<file path="config.mk">
export PLATFORM = sky130hd
export DESIGN_NAME = doppler_pri_sequencer
export DESIGN_NICKNAME = d
export VERILOG_FILES = /design/src/rtl/doppler_pri_sequencer.sv
export SDC_FILE = /design/constraint.sdc
export NUM_CORES = 1
export LEC_CHECK = 0
export CAP_MARGIN = 20
export CORE_UTILIZATION = 60
export CTS_CLUSTER_SIZE = 40
export DETAILED_ROUTE_END_ITERATION = 16
export PLACE_DENSITY = 0.84
export REMOVE_ABC_BUFFERS = 1
export SYNTH_ARGS = -nofsm -noshare
export SYNTH_HDL_FRONTEND = slang
export SYNTH_SLANG_ARGS = --single-unit
</file>
<file path="constraint.sdc">
create_clock -name coreClock -period 10.5 [get_ports coreClock]
set_input_delay 1.575 -clock coreClock [delete_from_list [all_inputs] [get_ports coreClock]]
set_output_delay 1.575 -clock coreClock [all_outputs]
set_load 0.01 [all_outputs]
</file>
<file path="src/rtl/doppler_pri_sequencer.sv">
// doppler_pri_sequencer: pulsed-Doppler TX burst / RX strobe / range-gate timing core (rev 1.0).
// Optional build macro TX_DEADTIME_EN adds a one-cycle TX non-overlap on every burst transition.
`default_nettype none

module doppler_pri_sequencer #(
  parameter int CNT_W     = 16,
  parameter int DIV_W     = 4,
  parameter int NUM_GATES = 2,
  parameter int PRI_W     = 8
) (
  input  logic                       coreClock,
  input  logic                       RESET,
  input  logic                       ENABLE,
  input  logic                       start,
  input  logic [DIV_W-1:0]           half_div,
  input  logic [CNT_W-1:0]           burst_len,
  input  logic [CNT_W-1:0]           pri_len,
  input  logic [NUM_GATES*CNT_W-1:0] gate_start,
  input  logic [NUM_GATES*CNT_W-1:0] gate_len,
  input  logic [PRI_W-1:0]           num_pri,
  output logic [1:0]                 TX_CLK,
  output logic                       RX_CLK,
  output logic [NUM_GATES-1:0]       DEMOD_ON,
  output logic                       RETRANSMIT,
  output logic                       busy,
  output logic                       frame_done,
  output logic [PRI_W-1:0]           pri_index
);

  typedef enum logic [1:0] {
    IDLE   = 2'd0,
    BURST  = 2'd1,
    LISTEN = 2'd2,
    LAST   = 2'd3
  } state_t;

  state_t             state, state_n;
  logic [CNT_W-1:0]   cnt, cnt_n;
  logic [DIV_W-1:0]   div, div_n;
  logic               phase, phase_n;
  logic [PRI_W-1:0]   idx_n;
  logic               busy_n, done_n, latch;

  // Shadow configuration: P and B are normalised once at frame start.
  logic [CNT_W-1:0]   sh_p, sh_b, p_n, b_n, p_in, b_in;
  logic [DIV_W-1:0]   sh_h, h_n;
  logic [PRI_W-1:0]   sh_np, np_n;

  logic [1:0]           tx_n;
  logic                 rx_n, rt_n;
  logic [NUM_GATES-1:0] demod_n;

  always_comb begin
    p_in = (pri_len < CNT_W'(2)) ? CNT_W'(2) : pri_len;
    b_in = (burst_len > (p_in - CNT_W'(1))) ? (p_in - CNT_W'(1)) : burst_len;
  end

  always_ff @(posedge coreClock or posedge RESET) begin
    if (RESET) begin
      state <= IDLE;
    end else begin
      state <= state_n;
    end
  end

  always_comb begin
    state_n = state;
    cnt_n   = cnt;
    div_n   = div;
    phase_n = phase;
    idx_n   = pri_index;
    busy_n  = busy;
    done_n  = 1'b0;
    latch   = 1'b0;

    case (state)
      IDLE: begin
        if (start && ENABLE) begin
          latch   = 1'b1;
          cnt_n   = '0;
          div_n   = '0;
          phase_n = 1'b0;
          idx_n   = '0;
          busy_n  = 1'b1;
          state_n = (b_in == '0) ? LISTEN : BURST;
        end
      end
      BURST, LISTEN: begin
        cnt_n = cnt + CNT_W'(1);
        if (div == sh_h) begin
          div_n   = '0;
          phase_n = ~phase;
        end else begin
          div_n = div + DIV_W'(1);
        end
        if (state == BURST) begin
          if (cnt == sh_b - CNT_W'(1)) begin
            state_n = (sh_b == sh_p - CNT_W'(1)) ? LAST : LISTEN;
          end
        end else if (cnt == sh_p - CNT_W'(2)) begin
          state_n = LAST;
        end
      end
      LAST: begin
        cnt_n   = '0;
        div_n   = '0;
        phase_n = 1'b0;
        if ((sh_np == '0) || (pri_index != sh_np - PRI_W'(1))) begin
          idx_n   = pri_index + PRI_W'(1);
          state_n = (sh_b == '0) ? LISTEN : BURST;
        end else begin
          busy_n  = 1'b0;
          done_n  = 1'b1;
          state_n = IDLE;
        end
      end
      default: state_n = IDLE;
    endcase

    // Abort overrides everything, including a frame that would finish this cycle.
    if (!ENABLE && (state != IDLE)) begin
      state_n = IDLE;
      cnt_n   = '0;
      div_n   = '0;
      phase_n = 1'b0;
      idx_n   = '0;
      busy_n  = 1'b0;
      done_n  = 1'b0;
    end

    p_n  = latch ? p_in     : sh_p;
    b_n  = latch ? b_in     : sh_b;
    h_n  = latch ? half_div : sh_h;
    np_n = latch ? num_pri  : sh_np;
  end

  always_ff @(posedge coreClock or posedge RESET) begin
    if (RESET) begin
      cnt   <= '0;
      div   <= '0;
      phase <= 1'b0;
      sh_p  <= CNT_W'(2);
      sh_b  <= '0;
      sh_h  <= '0;
      sh_np <= '0;
    end else begin
      cnt   <= cnt_n;
      div   <= div_n;
      phase <= phase_n;
      sh_p  <= p_n;
      sh_b  <= b_n;
      sh_h  <= h_n;
      sh_np <= np_n;
    end
  end

  for (genvar g = 0; g < NUM_GATES; g++) begin : g_gate
    logic [CNT_W-1:0] gs, gs_n;
    logic [CNT_W:0]   ge, ge_n;

    assign gs_n = latch ? gate_start[g*CNT_W +: CNT_W] : gs;
    assign ge_n = latch ? ({1'b0, gate_start[g*CNT_W +: CNT_W]} + {1'b0, gate_len[g*CNT_W +: CNT_W]}) : ge;

    always_ff @(posedge coreClock or posedge RESET) begin
      if (RESET) begin
        gs <= '0;
        ge <= '0;
      end else begin
        gs <= gs_n;
        ge <= ge_n;
      end
    end

    assign demod_n[g] = busy_n && ({1'b0, cnt_n} >= {1'b0, gs_n}) && ({1'b0, cnt_n} < ge_n)
                        && (cnt_n <= p_n - CNT_W'(2));
  end

  // Outputs are derived from next-state values so they line up with cnt in the same cycle.
  always_comb begin
    rx_n = busy_n && (div_n == '0);
    rt_n = (state_n == LAST);
    tx_n = (state_n == BURST) ? {~phase_n, phase_n} : 2'b10;
`ifdef TX_DEADTIME_EN
    if ((h_n != '0) &&
        (((state_n == BURST) && (div_n == '0)) ||
         ((state == BURST) && ((state_n == LISTEN) || (state_n == LAST))))) begin
      tx_n = 2'b00;
    end
`endif
  end

  always_ff @(posedge coreClock or posedge RESET) begin
    if (RESET) begin
      TX_CLK     <= 2'b10;
      RX_CLK     <= 1'b0;
      DEMOD_ON   <= '0;
      RETRANSMIT <= 1'b0;
      busy       <= 1'b0;
      frame_done <= 1'b0;
      pri_index  <= '0;
    end else begin
      TX_CLK     <= tx_n;
      RX_CLK     <= rx_n;
      DEMOD_ON   <= demod_n;
      RETRANSMIT <= rt_n;
      busy       <= busy_n;
      frame_done <= done_n;
      pri_index  <= idx_n;
    end
  end

endmodule

`default_nettype wire

</file>
# ---- After elaboration in Yosys (flattened, before gate mapping)
# Index checks and enable logic that the tools add are counted.
dict set report op_classes {
  n_reduce_logical 20
  mux 42
  eq_ne 12
  n_lt_le_gt_ge 7
  n_addsub 11
  bitwise 2
}
# cell count
set op_table {}
lappend op_table {{16-bit two-way mux} 7}
lappend op_table {{16-bit equality test} 3}
lappend op_table {{16-bit case mux with 3 select lines} 1}
lappend op_table {{16-bit by 1-bit subtractor with 16-bit output, second input constant} 3}
lappend op_table {{16-bit by 16-bit adder with 17-bit output} 2}
lappend op_table {{16-bit by 17-bit less-than comparator with 1-bit output} 2}
lappend op_table {{17-bit two-way mux} 2}
lappend op_table {{16-bit >= comparator} 2}
lappend op_table {{16-bit logical NOT} 2}
lappend op_table {{16-bit by 2-bit subtractor with 16-bit output, second input constant} 2}
lappend op_table {{8-bit two-way mux} 3}
lappend op_table {{2-bit two-way mux} 9}
lappend op_table {{16-bit by 1-bit adder with 16-bit output, second input constant} 1}
lappend op_table {{16-bit > comparator} 1}
lappend op_table {{16-bit <= comparator} 1}
lappend op_table {{16-bit by 2-bit less-than comparator with 1-bit output, second input constant} 1}
lappend op_table {{8-bit case mux with 2 select lines} 1}
lappend op_table {{1-bit two-way mux} 12}
lappend op_table {{4-bit two-way mux} 3}
lappend op_table {{4-bit case mux with 3 select lines} 1}
lappend op_table {{1-bit logical AND} 9}
lappend op_table {{8-bit by 1-bit adder with 8-bit output, second input constant} 1}
lappend op_table {{8-bit logical NOT} 1}
lappend op_table {{8-bit != test} 1}
lappend op_table {{other kinds (18)} 23}
dict set report word_totals {
  in_bits 112
  reg_bits 149
}

# ---- Logic depth before layout (Yosys ltp)
dict set report depth {
  word_depth 12
  depth_mapped 20
  mapped_depth_nobuf 19
}

# ---- Worst setup path before layout
# OpenSTA, ideal clock, no wires.
dict set report synth_timing {
  path_kind {in2reg}
  from {input pri_len[7]}
  to {register sh_b[0]}
  arrival_time_ns 5.567
  path_stages 19
  n_path_buf 4
  slack_ns 4.851
  required_time_ns 10.417
  cell_sequence {buf_2 or4_1 clkbuf_1 or4_1 o21ai_1 ha_1 nand2_1 nor4_1 xnor2_1 ha_1 nand4_1 nor4_1 o21ai_0 o211ai_1 and2_1 clkbuf_1 clkbuf_1 a21oi_1 o21ai_0}
}
dict set report synth_via {
  elab_chain_len 5
}
# element line
set synth_lines {}
lappend synth_lines {{start: declaration} 17} ;# input logic [CNT_W-1:0] pri_len,
lappend synth_lines {{16-bit by 2-bit less-than comparator with 1-bit output} 54} ;# p_in = (pri_len < CNT_W'(2)) ? CNT_W'(2) : pri_len;
lappend synth_lines {{16-bit two-way mux *} 54}
lappend synth_lines {{16-bit by 1-bit subtractor with 16-bit output *} 55} ;# b_in = (burst_len > (p_in - CNT_W'(1))) ? (p_in - CNT_W'(1)) : burst_len;
lappend synth_lines {{16-bit > comparator} 55}
lappend synth_lines {{16-bit two-way mux *} 55}
lappend synth_lines {{end signal: assignment} 151} ;# sh_b <= b_n;
lappend synth_lines {{end: declaration} 45} ;# logic [CNT_W-1:0] sh_p, sh_b, p_n, b_n, p_in, b_in;
# Mark *: on every way between the ends. The rest lies on a longest branch, timed or not.
# A chain may end at the register's enable or synchronous reset.

# ---- Final worst setup path
dict set report layout_timing {
  from {input pri_len[7]}
  to {register RETRANSMIT}
}
dict set report layout_via {
  elab_chain_len 11
}
# element line
set layout_lines {}
lappend layout_lines {{16-bit by 2-bit less-than comparator with 1-bit output} 54}
lappend layout_lines {{16-bit two-way mux *} 54}
lappend layout_lines {{16-bit by 1-bit subtractor with 16-bit output *} 55}
lappend layout_lines {{16-bit > comparator} 55}
lappend layout_lines {{16-bit two-way mux *} 55}
lappend layout_lines {{16-bit logical NOT *} 85} ;# state_n = (b_in == '0) ? LISTEN : BURST;
lappend layout_lines {{2-bit two-way mux *} 85}
lappend layout_lines {{2-bit two-way mux *} 78} ;# if (start && ENABLE) begin
lappend layout_lines {{2-bit case mux with 3 select lines *} 76} ;# case (state)
lappend layout_lines {{2-bit two-way mux *} 121} ;# if (!ENABLE && (state != IDLE)) begin
lappend layout_lines {{2-bit equality test *} 181} ;# rt_n = (state_n == LAST);
lappend layout_lines {{via rt_n} 50} ;# logic rx_n, rt_n;
lappend layout_lines {{end signal: assignment} 205} ;# RETRANSMIT <= rt_n;
lappend layout_lines {{end: declaration} 24} ;# output logic RETRANSMIT,
# The timed path passes the listed nets; every way through them passes the cells marked *.

==> impl_metrics.yaml <==
yosys:
  avgSynthCellArea_um2: 8.49
  seq_area_frac_synth: 0.299
  yosysWarnings: 0
  synth_fa_ha_area_frac: 0.143
  synth-simple-area-share: 0.209
  synth_area_leaders: "dfrtp_1, ha_1, nand2_1"
  synth_edf_count: 0
  syn_area_um2: 12500
  syn_inst: 1470
  synth_common_cells: "nand2_1, dfrtp_1, ha_1"
  synth_mux_area_frac: 0.0508
  synth_xor_area_frac: 0.0807
  synth_compound_area_frac: 0.169
  yosys.area.top_type: "dfrtp_1"
  ys_seq_elements: 149
  synth_async_sr_flop_share: 1.00
  synthMostInstantiatedCell: "nand2_1"
  ys.flop_type: "dfrtp_1"
  yosys.cell_types.count: 78
  synth_top_family_by_area: "simple AND/OR/NAND/NOR gates"
  synth_top_area_share: 0.295
setup_path:
  reg2reg_slack_ns: 5.73
  critPathMaxFanout: 18
  crit_required_ns: 10.83
  critical_path_arrival_ns: 6.81
  rr_worst_depth: 14
  worstSetupStartpointType: "primary input"
  cp-startpoint: "pri_len[7]"
  reg2reg_to: "DEMOD_ON[1]"
  r2r-start: "state[1]"
  cp-end-kind: "flop"
  path_class: "in2reg"
  critPathCapture: "RETRANSMIT"
pwr:
  share_comb_of_total_power: 0.499
  power_density_nw_per_um2: 232
  vdd_drop_max_mv: 0.139
  pwr-share-clk: 0.185
  p_int_mw: 1.87
  seqPwrFrac: 0.316
  p_leak_nw: 6.62
  p_switching_mw: 1.50
  swShare: 0.445
  total_power_mw: 3.37
global_routing:
  grt_antenna_before_repair: 0
  overflow: 0
  grt_pass1_vias: 11200
  grt_usage: 0.327
  grt_max_degree: 91
  grt_pass1_wl_mm: 55.6
timing:
  setup_slack_ns: 4.02
  worst_slew_pin_slew_ns: 1.01
  rsz0062_at_grt: "no"
  fin_skew_ns: 0.0108
  period_needed_ns: 6.48
  max_freq_mhz: 154
  finalHoldViolations: 0
  slew_viol_final: 0
  timing.final.crit_share: 0.617
  tns_ns: 0
  setup_violations: 0
  relSlewSlack: 0.323
hold_path:
  hold_path_depth: 2
  hp-class: "reg2reg"
status:
  status: "complete, no violations"
floorplanning:
  start_util: 0.615
  core_um2: 20300
  dieArea_um2: 21400
  ios: 128
  rows: 52
  fp.dieH_um: 146
  die_w_um: 146
cells_and_area:
  antennaDiodeCount: 0
  final_nets: 1810
  layoutNonFillerInstCount: 1839
  final_layout_size_suffix_gt1_frac: 0.0453
  finalInstanceArea_um2: 14500
  syn_to_final_growth_pct: 16.2
  nFillCells: 1549
placement:
  io_buffers: 127
  gp_congestion: 0.955
  dp_slack_ns: 3.66
  hpwl_mm: 25.4
  postPlaceCellArea_um2: 13900
  place_inst: 1808
job:
  max-cap-violations: 0
clocking:
  cts_resized: 0
  post_cts_buffers: 0
  clock-sinks: 149
  htree_levels: 4
  clk_pin_slew_ns: 0.06
  cts_tree: "built"
  clock_latency_ns: 0.43
  cts_buffers: 17
  postCtsHoldBufs: 0
  cts_buffer_depth: 2
  root_buffer: "clkbuf_16"
detailed_routing:
  vias_per_cell: 6.23
  firstDrtPassIters: 5
  drc: 0
  wire_per_inst_um: 18.4
  drt_wl_total_mm: 33.9
  detail_route.iter0.violations: 899
  drtAntennaViolNets: 0
  vias: 11500
[metal layers]
layer / vias up / share of wire / global-route usage
met5: - / 0 / 0
met4: 0 / 0.036 / 0.145
met3: 93 / 0.062 / 0.0550
met2: 451 / 0.49 / 0.555
met1: 5448 / 0.41 / 0.408
li1: 5459 / - / -
[how the worst min path moves through the flow]
stage,from,endpoint,slack [ns]
finish,g_gate[1].ge[6],g_gate[1].ge[6],0.47
global placement,g_gate[1].ge[6],g_gate[1].ge[6],0.45
floorplan,g_gate[0].ge[4],g_gate[0].ge[4],0.43
detailed placement,g_gate[1].ge[6],g_gate[1].ge[6],0.46
global route,g_gate[1].ge[10],g_gate[1].ge[10],0.49
CTS,g_gate[1].ge[6],g_gate[1].ge[6],0.47
[cells in the final DEF, fill, tap and decap left out, types with 9 or more instances in the layout]
cell type | synthesis | routed
nand2_1 | 182 | 182
dfrtp_1 | 147 | 147
ha_1 | 139 | 139
clkdlybuf4s50_1 | 0 | 127
inv_1 | 91 | 90
nor2_1 | 81 | 81
o21ai_0 | 78 | 78
a21oi_1 | 75 | 75
xnor2_1 | 73 | 73
mux2i_1 | 51 | 51
nand3_1 | 51 | 50
nor3_1 | 44 | 44
xor2_1 | 42 | 42
a21o_1 | 33 | 33
nor4_1 | 23 | 23
a211oi_1 | 21 | 21
nand4_1 | 19 | 19
o21a_1 | 18 | 18
nor2b_1 | 17 | 17
clkbuf_16 | 0 | 17
a31oi_1 | 16 | 16
and3_1 | 16 | 15
or3_1 | 13 | 13
mux2_2 | 11 | 11
nand3b_1 | 10 | 10
o31ai_1 | 10 | 10
and2_1 | 10 | 10
nand2b_1 | 10 | 10
o211ai_1 | 10 | 10
buf_4 | 0 | 9
[sequential cells by signal (all words and copies together) (netlist names)]
| register | cells |
|---|---|
| DEMOD_ON | 2 |
| RETRANSMIT | 1 |
| RX_CLK | 1 |
| TX_CLK | 2 |
| busy | 1 |
| cnt | 16 |
| div | 4 |
| frame_done | 1 |
| g_gate.ge | 34 |
| g_gate.gs | 32 |
| phase | 1 |
| pri_index | 8 |
| sh_b | 16 |
| sh_h | 4 |
| sh_np | 8 |
| sh_p | 16 |
| state | 2 |
[power by group through the flow]
| stage | Clock (mW) | Sequential [mW] | Combinational, mW |
|---|---|---|---|
| after floorplan | 0 | 0.979 | 1.26 |
| after global placement | 0 | 1.05 | 1.59 |
| after detailed placement | 0 | 1.06 | 1.64 |
| after CTS | 0.628 | 1.05 | 1.67 |
| after global routing | 0.653 | 1.09 | 1.88 |
| final | 0.623 | 1.06 | 1.68 |
[kinds of logic (layout without fill, tap and decap cells)]
group | Yosys count | in the layout
and+or+nand+nor | 520 | 520
AOI/OAI and AO/OA | 324 | 324
buffers and inverters | 159 | 258
DFF | 149 | 149
adders and majority gates | 141 | 141
xor gates and xnor gates | 115 | 115
muxes | 62 | 62
[area by class of cell]
type                       instances  area [um^2]  area share
sequential                       149         3730       0.257
tap                              270          338      0.0233
clock inverter                    13          150      0.0104
clock buffer                      18          439      0.0303
inverter                          91          347      0.0239
timing repair buffer             136         1340      0.0924
multi-input combinational       1162         8150       0.562
[worst max-delay path, cell delays in order]
cell	delay (ns)
clkdlybuf4s50_1	0.55
or4_1	0.63
or4_1	0.47
o21ai_1	0.38
ha_1	0.33
nand2_1	0.13
nor4_1	0.29
xnor2_1	0.15
ha_1	0.29
nand4_1	0.13
nor4_1	0.43
o21ai_0	0.17
o211ai_1	0.12
buf_4	0.22
and2_1	0.55
a211oi_1	0.15
nor3b_1	0.24
[metrics by stage]
stage / hold slack, ns / utilization
finish: 0.469 / 0.714
global route: 0.488 / 0.714
CTS: 0.469 / 0.714
detailed placement: 0.455 / 0.685
global placement: 0.449 / 0.685
floorplan: 0.434 / -
Note: power is estimated with default switching activity, not from simulation.
